## config.mk

```make
export PLATFORM = sky130hd
export DESIGN_NAME = pc_redirect_ctrl
export DESIGN_NICKNAME = d
export VERILOG_FILES = /design/src/rtl/cpu_pkg.sv /design/src/rtl/pc_redirect_ctrl_sat_counter.sv /design/src/rtl/pc_redirect_ctrl.sv
export SDC_FILE = /design/constraint.sdc
export NUM_CORES = 1
export LEC_CHECK = 0
export ABC_AREA = 1
export CAP_MARGIN = 20
export CELL_PAD_IN_SITES_DETAIL_PLACEMENT = 1
export CELL_PAD_IN_SITES_GLOBAL_PLACEMENT = 2
export CORE_UTILIZATION = 28
export DETAILED_ROUTE_END_ITERATION = 8
export HOLD_SLACK_MARGIN = 0.03
export PLACE_DENSITY_LB_ADDON = 0.1
export SKIP_CTS_REPAIR_TIMING = 1
export SYNTH_ARGS = -nofsm -noshare
export SYNTH_HDL_FRONTEND = slang
export SYNTH_SLANG_ARGS = --single-unit
```

## constraint.sdc

```tcl
create_clock -name clk -period 3.3 [get_ports clk]
set_input_delay 0.66 -clock clk [delete_from_list [all_inputs] [get_ports clk]]
set_output_delay 0.66 -clock clk [all_outputs]
set_load 0.05 [all_outputs]
```

## src/rtl/cpu_pkg.sv

```systemverilog
`default_nettype none
// ============================================================================
// Module  : cpu_pkg
// Brief   : Shared fetch-side constants and PC-control state encoding.
// Revision: 1.0
// ============================================================================
package cpu_pkg;

    localparam int unsigned ADDR_W      = 32;
    localparam logic [31:0] RESET_PC    = 32'h0000_0000;
    localparam int unsigned INSTR_BYTES = 4;

    localparam logic [1:0] ST_BOOT = 2'd0;
    localparam logic [1:0] ST_RUN  = 2'd1;
    localparam logic [1:0] ST_PEND = 2'd2;

endpackage
`default_nettype wire

```

## src/rtl/pc_redirect_ctrl_sat_counter.sv

```systemverilog
`default_nettype none
// ============================================================================
// Module  : sat_counter
// Brief   : Up-counter that sticks at its all-ones value instead of wrapping.
// Revision: 1.0
// ============================================================================
module sat_counter #(
    parameter int unsigned CNT_W = 16
) (
    input  logic             clk,
    input  logic             rst,
    input  logic             inc,
    output logic [CNT_W-1:0] cnt
);

    logic [CNT_W-1:0] cnt_q;
    logic [CNT_W-1:0] cnt_d;

    always_comb begin
        cnt_d = cnt_q;
        if (inc && (cnt_q != {CNT_W{1'b1}})) begin
            cnt_d = cnt_q + CNT_W'(1);
        end
    end

    always_ff @(posedge clk) begin
        if (rst) begin
            cnt_q <= '0;
        end else begin
            cnt_q <= cnt_d;
        end
    end

    assign cnt = cnt_q;

endmodule
`default_nettype wire

```

## src/rtl/pc_redirect_ctrl.sv

```systemverilog
`default_nettype none
// ============================================================================
// Module  : pc_redirect_ctrl
// Brief   : Owns the fetch PC and applies EX-stage redirects, deferring them
//           across fetch stalls and squashing wrong-path IF/ID and ID/EX slots.
// Revision: 1.0
// ============================================================================
module pc_redirect_ctrl #(
    parameter int unsigned          ADDR_W   = cpu_pkg::ADDR_W,
    parameter logic [ADDR_W-1:0]    RESET_PC = ADDR_W'(cpu_pkg::RESET_PC),
    parameter int unsigned          CNT_W    = 16
) (
    input  logic              clk,
    input  logic              rst,
    input  logic              stall_i,
    input  logic              br_take_i,
    input  logic [ADDR_W-1:0] br_target_i,
    output logic [ADDR_W-1:0] pc_o,
    output logic [ADDR_W-1:0] pc_plus4_o,
    output logic              fetch_valid_o,
    output logic              flush_if_id_o,
    output logic              flush_id_ex_o,
    output logic              misalign_o,
    output logic [CNT_W-1:0]  redir_cnt_o
);

    import cpu_pkg::*;

    logic [1:0]        state_q,    state_d;
    logic [ADDR_W-1:0] pc_q,       pc_d;
    logic [ADDR_W-1:0] pend_tgt_q, pend_tgt_d;
    logic              misalign_q, misalign_d;

    logic [ADDR_W-1:0] tgt_aligned;
    logic [ADDR_W-1:0] pc_next_seq;
    logic              redirect_apply;

    assign tgt_aligned = {br_target_i[ADDR_W-1:2], 2'b00};
    assign pc_next_seq = pc_q + ADDR_W'(INSTR_BYTES);

    always_comb begin
        state_d        = ST_BOOT;
        pc_d           = pc_q;
        pend_tgt_d     = pend_tgt_q;
        misalign_d     = misalign_q;
        flush_if_id_o  = 1'b0;
        flush_id_ex_o  = 1'b0;
        fetch_valid_o  = 1'b0;
        redirect_apply = 1'b0;

        case (state_q)
            ST_BOOT: begin
                state_d = ST_RUN;
            end
            ST_RUN: begin
                state_d       = ST_RUN;
                fetch_valid_o = 1'b1;
                if (br_take_i) begin
                    misalign_d    = misalign_q | (br_target_i[1:0] != 2'b00);
                    flush_id_ex_o = 1'b1;
                    if (stall_i) begin
                        // IF/ID is frozen by the stall; only the EX-bound slot can be killed now
                        pend_tgt_d = tgt_aligned;
                        state_d    = ST_PEND;
                    end else begin
                        pc_d           = tgt_aligned;
                        flush_if_id_o  = 1'b1;
                        redirect_apply = 1'b1;
                    end
                end else if (!stall_i) begin
                    pc_d = pc_next_seq;
                end
            end
            ST_PEND: begin
                state_d       = ST_PEND;
                fetch_valid_o = 1'b1;
                if (!stall_i) begin
                    pc_d           = pend_tgt_q;
                    flush_if_id_o  = 1'b1;
                    flush_id_ex_o  = 1'b1;
                    redirect_apply = 1'b1;
                    state_d        = ST_RUN;
                end
            end
            default: begin
                state_d = ST_BOOT;
            end
        endcase
    end

    always_ff @(posedge clk) begin
        if (rst) begin
            state_q    <= ST_BOOT;
            pc_q       <= RESET_PC;
            pend_tgt_q <= '0;
            misalign_q <= 1'b0;
        end else begin
            state_q    <= state_d;
            pc_q       <= pc_d;
            pend_tgt_q <= pend_tgt_d;
            misalign_q <= misalign_d;
        end
    end

    sat_counter #(
        .CNT_W (CNT_W)
    ) u_redir_cnt (
        .clk (clk),
        .rst (rst),
        .inc (redirect_apply),
        .cnt (redir_cnt_o)
    );

    assign pc_o       = pc_q;
    assign pc_plus4_o = pc_next_seq;
    assign misalign_o = misalign_q;

endmodule
`default_nettype wire

```

# [After elaboration in Yosys (flattened, before gate mapping)]
# Index checks and enable logic that the tools add are counted.
[classes] eq_ne=5 n_reduce_logical=8 addsub=2 mux=14 bitwise_logic=1
[ops] cell="32-bit two-way mux" n=4
[ops] cell="32-bit one-hot mux with 2 select lines" n=1
[ops] cell="32-bit by 3-bit adder with 32-bit output (second input constant)" n=1
[ops] cell="16-bit by 1-bit adder with 16-bit output (second input constant)" n=1
[ops] cell="16-bit != test (second input constant)" n=1
[ops] cell="2-bit one-hot mux with 3 select lines" n=1
[ops] cell="3-bit AND reduction" n=2
[ops] cell="1-bit two-way mux" n=4
[ops] cell="2-bit two-way mux" n=2
[ops] cell="2-bit != test (second input constant)" n=2
[ops] cell="1-bit one-hot mux with 2 select lines" n=2
[ops] cell="2-bit nonzero test" n=2
[ops] cell="2-bit by 1-bit equality test with 1-bit output (second input constant)" n=1
[ops] cell="2-bit equality test (second input constant)" n=1
[ops] cell="2-bit zero test" n=1
[ops] cell="2-bit AND reduction" n=1
[ops] cell="2-bit OR reduction" n=1
[ops] cell="1-bit logical AND" n=1
[ops] cell="1-bit OR" n=1
[totals] out_inout_bits=84 ff_bits=81 wordCells=35 in_bits=36

# [Logic depth before layout (Yosys ltp)]
[depth] word_depth=4 depth_mapped=12 ltp_nobuf=11

# [Modules after synthesis]
# From an unflattened synthesis, not the netlist that was laid out.
[unflattened] hier_cells=743 hier_area_um2=4740.8
[by_module_without_submodules] mod="pc_redirect_ctrl" area_each_um2=3811.2 cells_per_inst=594 seq_area_each_um2=1261.2 n_inst=1
[by_module_without_submodules] mod="sat_counter" area_each_um2=929.6 cells_per_inst=149 seq_area_each_um2=320.3 n_inst=1

# [Worst setup path after synthesis]
# OpenSTA, ideal clock, no wires.
[synth_path] path_kind="reg2out" startpoint="register pc_q[2] (netlist: pc_o[2])" endpoint="output pc_plus4_o[9]" slack_ns=0.343 required_ns=2.640 arrival_time_ns=2.297 n_path_buf=0 path_stages_with_launch=5 path_cell_list="dfxtp_1 > inv_1 > nor2_4 > nand2_2 > xnor2_1"
[synth_via] elab_chain_len=1
[synth_lines] item="from (decl)" line="pc_redirect_ctrl.sv:30" source="logic [ADDR_W-1:0] pc_q, pc_d;"
[synth_lines] item="from (signal assigned)" line="pc_redirect_ctrl.sv:99" source="pc_q <= pc_d;"
[synth_lines] item="32-bit by 3-bit adder with 32-bit output" line="pc_redirect_ctrl.sv:39" source="assign pc_next_seq = pc_q + ADDR_W'(INSTR_BYTES);"
[synth_lines] item="to (decl)" line="pc_redirect_ctrl.sv:19" source="output logic [ADDR_W-1:0] pc_plus4_o,"
# No other way between the ends.

# [Worst setup path in the final report]
[layout_path] startpoint="register pc_q[6] (netlist: pc_o[6])" endpoint="output pc_plus4_o[16]"
# The elaborated chain is that of the path after synthesis.

==> impl_metrics.tcl <==
set metrics [dict create \
    final_nets 861 \
    first_global_vias 5196 \
    finalHoldViolCount 0 \
    portBuffers 115 \
    clock_sinks 79 \
    grt_pass1_wl_um 28300 \
    num_rows 46 \
    avgSynthCellArea_um2 6.48 \
    dpl.hpwl_um 12700 \
    clock_latency_ns 0.35 \
    async_flop_share_pct 0 \
    drtIter0Drc 195 \
    hold_class "reg -> reg" \
    drc_errors 0 \
    p_leak_nw 2.50 \
    finalSetupViolCount 0 \
    vias 5055 \
    area_delta_synth_final_pct 35.8 \
    power.density_nw_per_um2 510 \
    start_kind "flip-flop" \
    ys_ff_latch 79 \
    period_share_pct 95.2 \
    fmax_ghz 0.318 \
    skew_ns 0.00584 \
    worstSetupPathType "reg -> out" \
    htreeDepth 3 \
    synth_edf_count 0 \
    fin_util_pct 39.5 \
    endpoint_kind "output port" \
    syn_area_um2 4670 \
    worstPathMaxFanout 5 \
    die_width_um 131 \
    avgViaCountPerCell 4.86 \
    yosys.area.top_type_share_pct 33.9 \
    ant_nets 0 \
    cts_max_path_buffers 2 \
    track_usage_pct 20.8 \
    drt-pass1-iter-count 4 \
    outcome "complete, no violations" \
    grt_overflow 0 \
    pin_count 120 \
    ys_types 36 \
    synth_warnings 0 \
    cts-buffers-inserted 9 \
    start_util_pct 29.1 \
    seq_area_frac_synth_pct 33.9 \
    ys_top_cells_by_area "dfxtp_1 (34%), nand2_1 (13%), nor2_1 (8.5%)" \
    worstPathArrival_ns 2.48 \
    period_minus_slack_ns 3.14 \
    place.gp.congestion 0.812 \
    grt_max_degree 60 \
    synth-main-ff-cell "dfxtp_1" \
    antenna_found_initial 0 \
    maxCapViolations 0 \
    path_clk_slew_ns 0.06 \
    synthCells 721 \
    final-max-slew-violation-count 0 \
    required_ns 2.64 \
    wl_per_cell_um 16.8 \
    drive_above_1_share_pct 7.04 \
    ir_worst_vdd_mv 0.236 \
    die-area_um2 17200 \
    cts_root_buf "clkbuf_16" \
    die-height_um 131 \
    fin_setup_tns_ns 0 \
    antennaDiodeCount 0 \
    rsz0062_at_grt "false" \
    worst_pin_slew_ns 0.633 \
    max-slew-margin-rel_pct 57.8 \
    cts_tree "yes" \
    core_um2 16100 \
    yosysTopAreaCell "dfxtp_1" \
    wirelength_um 17500 \
    fillers 2029 \
]
==> area by class of cell <==
cell class / instances / area, um2 / area share, %
multi-input cells: 527 / 2610 / 41.2
flip-flops and latches: 79 / 1580 / 24.9
repair buffers: 124 / 1270 / 20.0
inverters: 78 / 295 / 4.66
well taps: 216 / 270 / 4.26
clock buffers: 9 / 225 / 3.55
clock inverters: 7 / 87.6 / 1.38
==> cell usage after synthesis, drive strengths merged (9+ instances only) <==
cell type	n
a21oi	78
a221oi	28
buf	21
clkbuf	19
dfxtp	79
inv	78
nand2	162
nand3	38
nor2	116
nor3	9
o21ai	56
xor2	13
==> path summary, 6_finish.rpt <==
kind / endpoint / depth (start not counted) / start / slack (ns)
setup reg to reg: pend_tgt_q[27] / 7 / state_q[1] / 1.39
setup / recovery: pc_plus4_o[16] / 7 / pc_o[6] / 0.16
hold reg to reg: misalign_o / 2 / misalign_o / 0.45
hold / removal: misalign_o / 2 / misalign_o / 0.45
==> where the power goes <==
group	internal, W	total (W)	switching, W
registers	0.00103	0.00112	0.0000923
clock network	0.000657	0.00108	0.000422
logic	0.000324	0.00103	0.000707
==> cells in the final DEF, fill, tap and decap left out, drive strengths merged, types with 2 or more instances in the layout <==
| cell | n |
|---|---|
| conb | 4 |
| xnor2 | 4 |
| xor2 | 13 |
| dlymetal6s2s | 12 |
| dfxtp | 79 |
| clkdlybuf4s50 | 96 |
| o21ai | 56 |
| clkinv | 4 |
| nor3 | 9 |
| nand3b | 3 |
| bufinv | 2 |
| and2 | 2 |
| a221oi | 28 |
| nor2 | 116 |
| or2 | 2 |
| nand3 | 38 |
| ha | 6 |
| a21oi | 78 |
| a211oi | 2 |
| nand2 | 162 |
| inv | 78 |
| buf | 16 |
| nand4 | 2 |
| clkbuf | 9 |
==> cell families (layout without fill, tap and decap cells) <==
group                    Yosys count  after routing  share of synthesized area, %
adder cells (fa/ha/maj)            6              6                          1.61
other                              1              4                        0.0803
XOR/XNOR                          17             17                          3.19
flip-flops                        79             79                          33.9
AO/OA/AOI/OAI                    165            165                          20.1
buffers and inverters            118            218                          10.5
AND/OR/NAND/NOR                  335            335                          30.7
==> per-layer routing <==
metal  track usage (%)  up-vias  wire length (um)
li1                  -     2548                 -
met4              6.60        0               218
met2              33.7       93              8060
met5                 0        -                 0
met1              27.8     2402              8480
met3              3.82       12               714
==> sequential cells by signal, indices dropped and copies added, names as in the netlist <==
register / count
pc_o: 30
pend_tgt_q: 30
u_redir_cnt.cnt: 16
state_q: 2
misalign_o: 1
==> per-stage QoR <==
step	power, W	cell area [um2]	std cells	setup WS, ns	hold slack (ns)
final	0.00323	6340	1040	0.158	0.452
after global routing	0.00338	6340	1040	0.0242	0.480
after CTS	0.00328	6310	1040	0.0687	0.458
after detailed placement	0.00218	6000	1024	0.456	0.450
after global placement	0.00217	6000	1024	0.460	0.438
after floorplan	0.00180	4680	724	0.343	0.440
==> critical path, cell delays in order (launching register included) <==
cell and delay [ns]:
dfxtp_1 0.45, nand2_1 0.11, nor2_1 0.14, nand2_1 0.14, nor2_1 0.27, nand2_1 0.08
nand2_1 0.13, clkdlybuf4s50_1 0.82
Note: power is estimated with default switching activity, not from simulation.
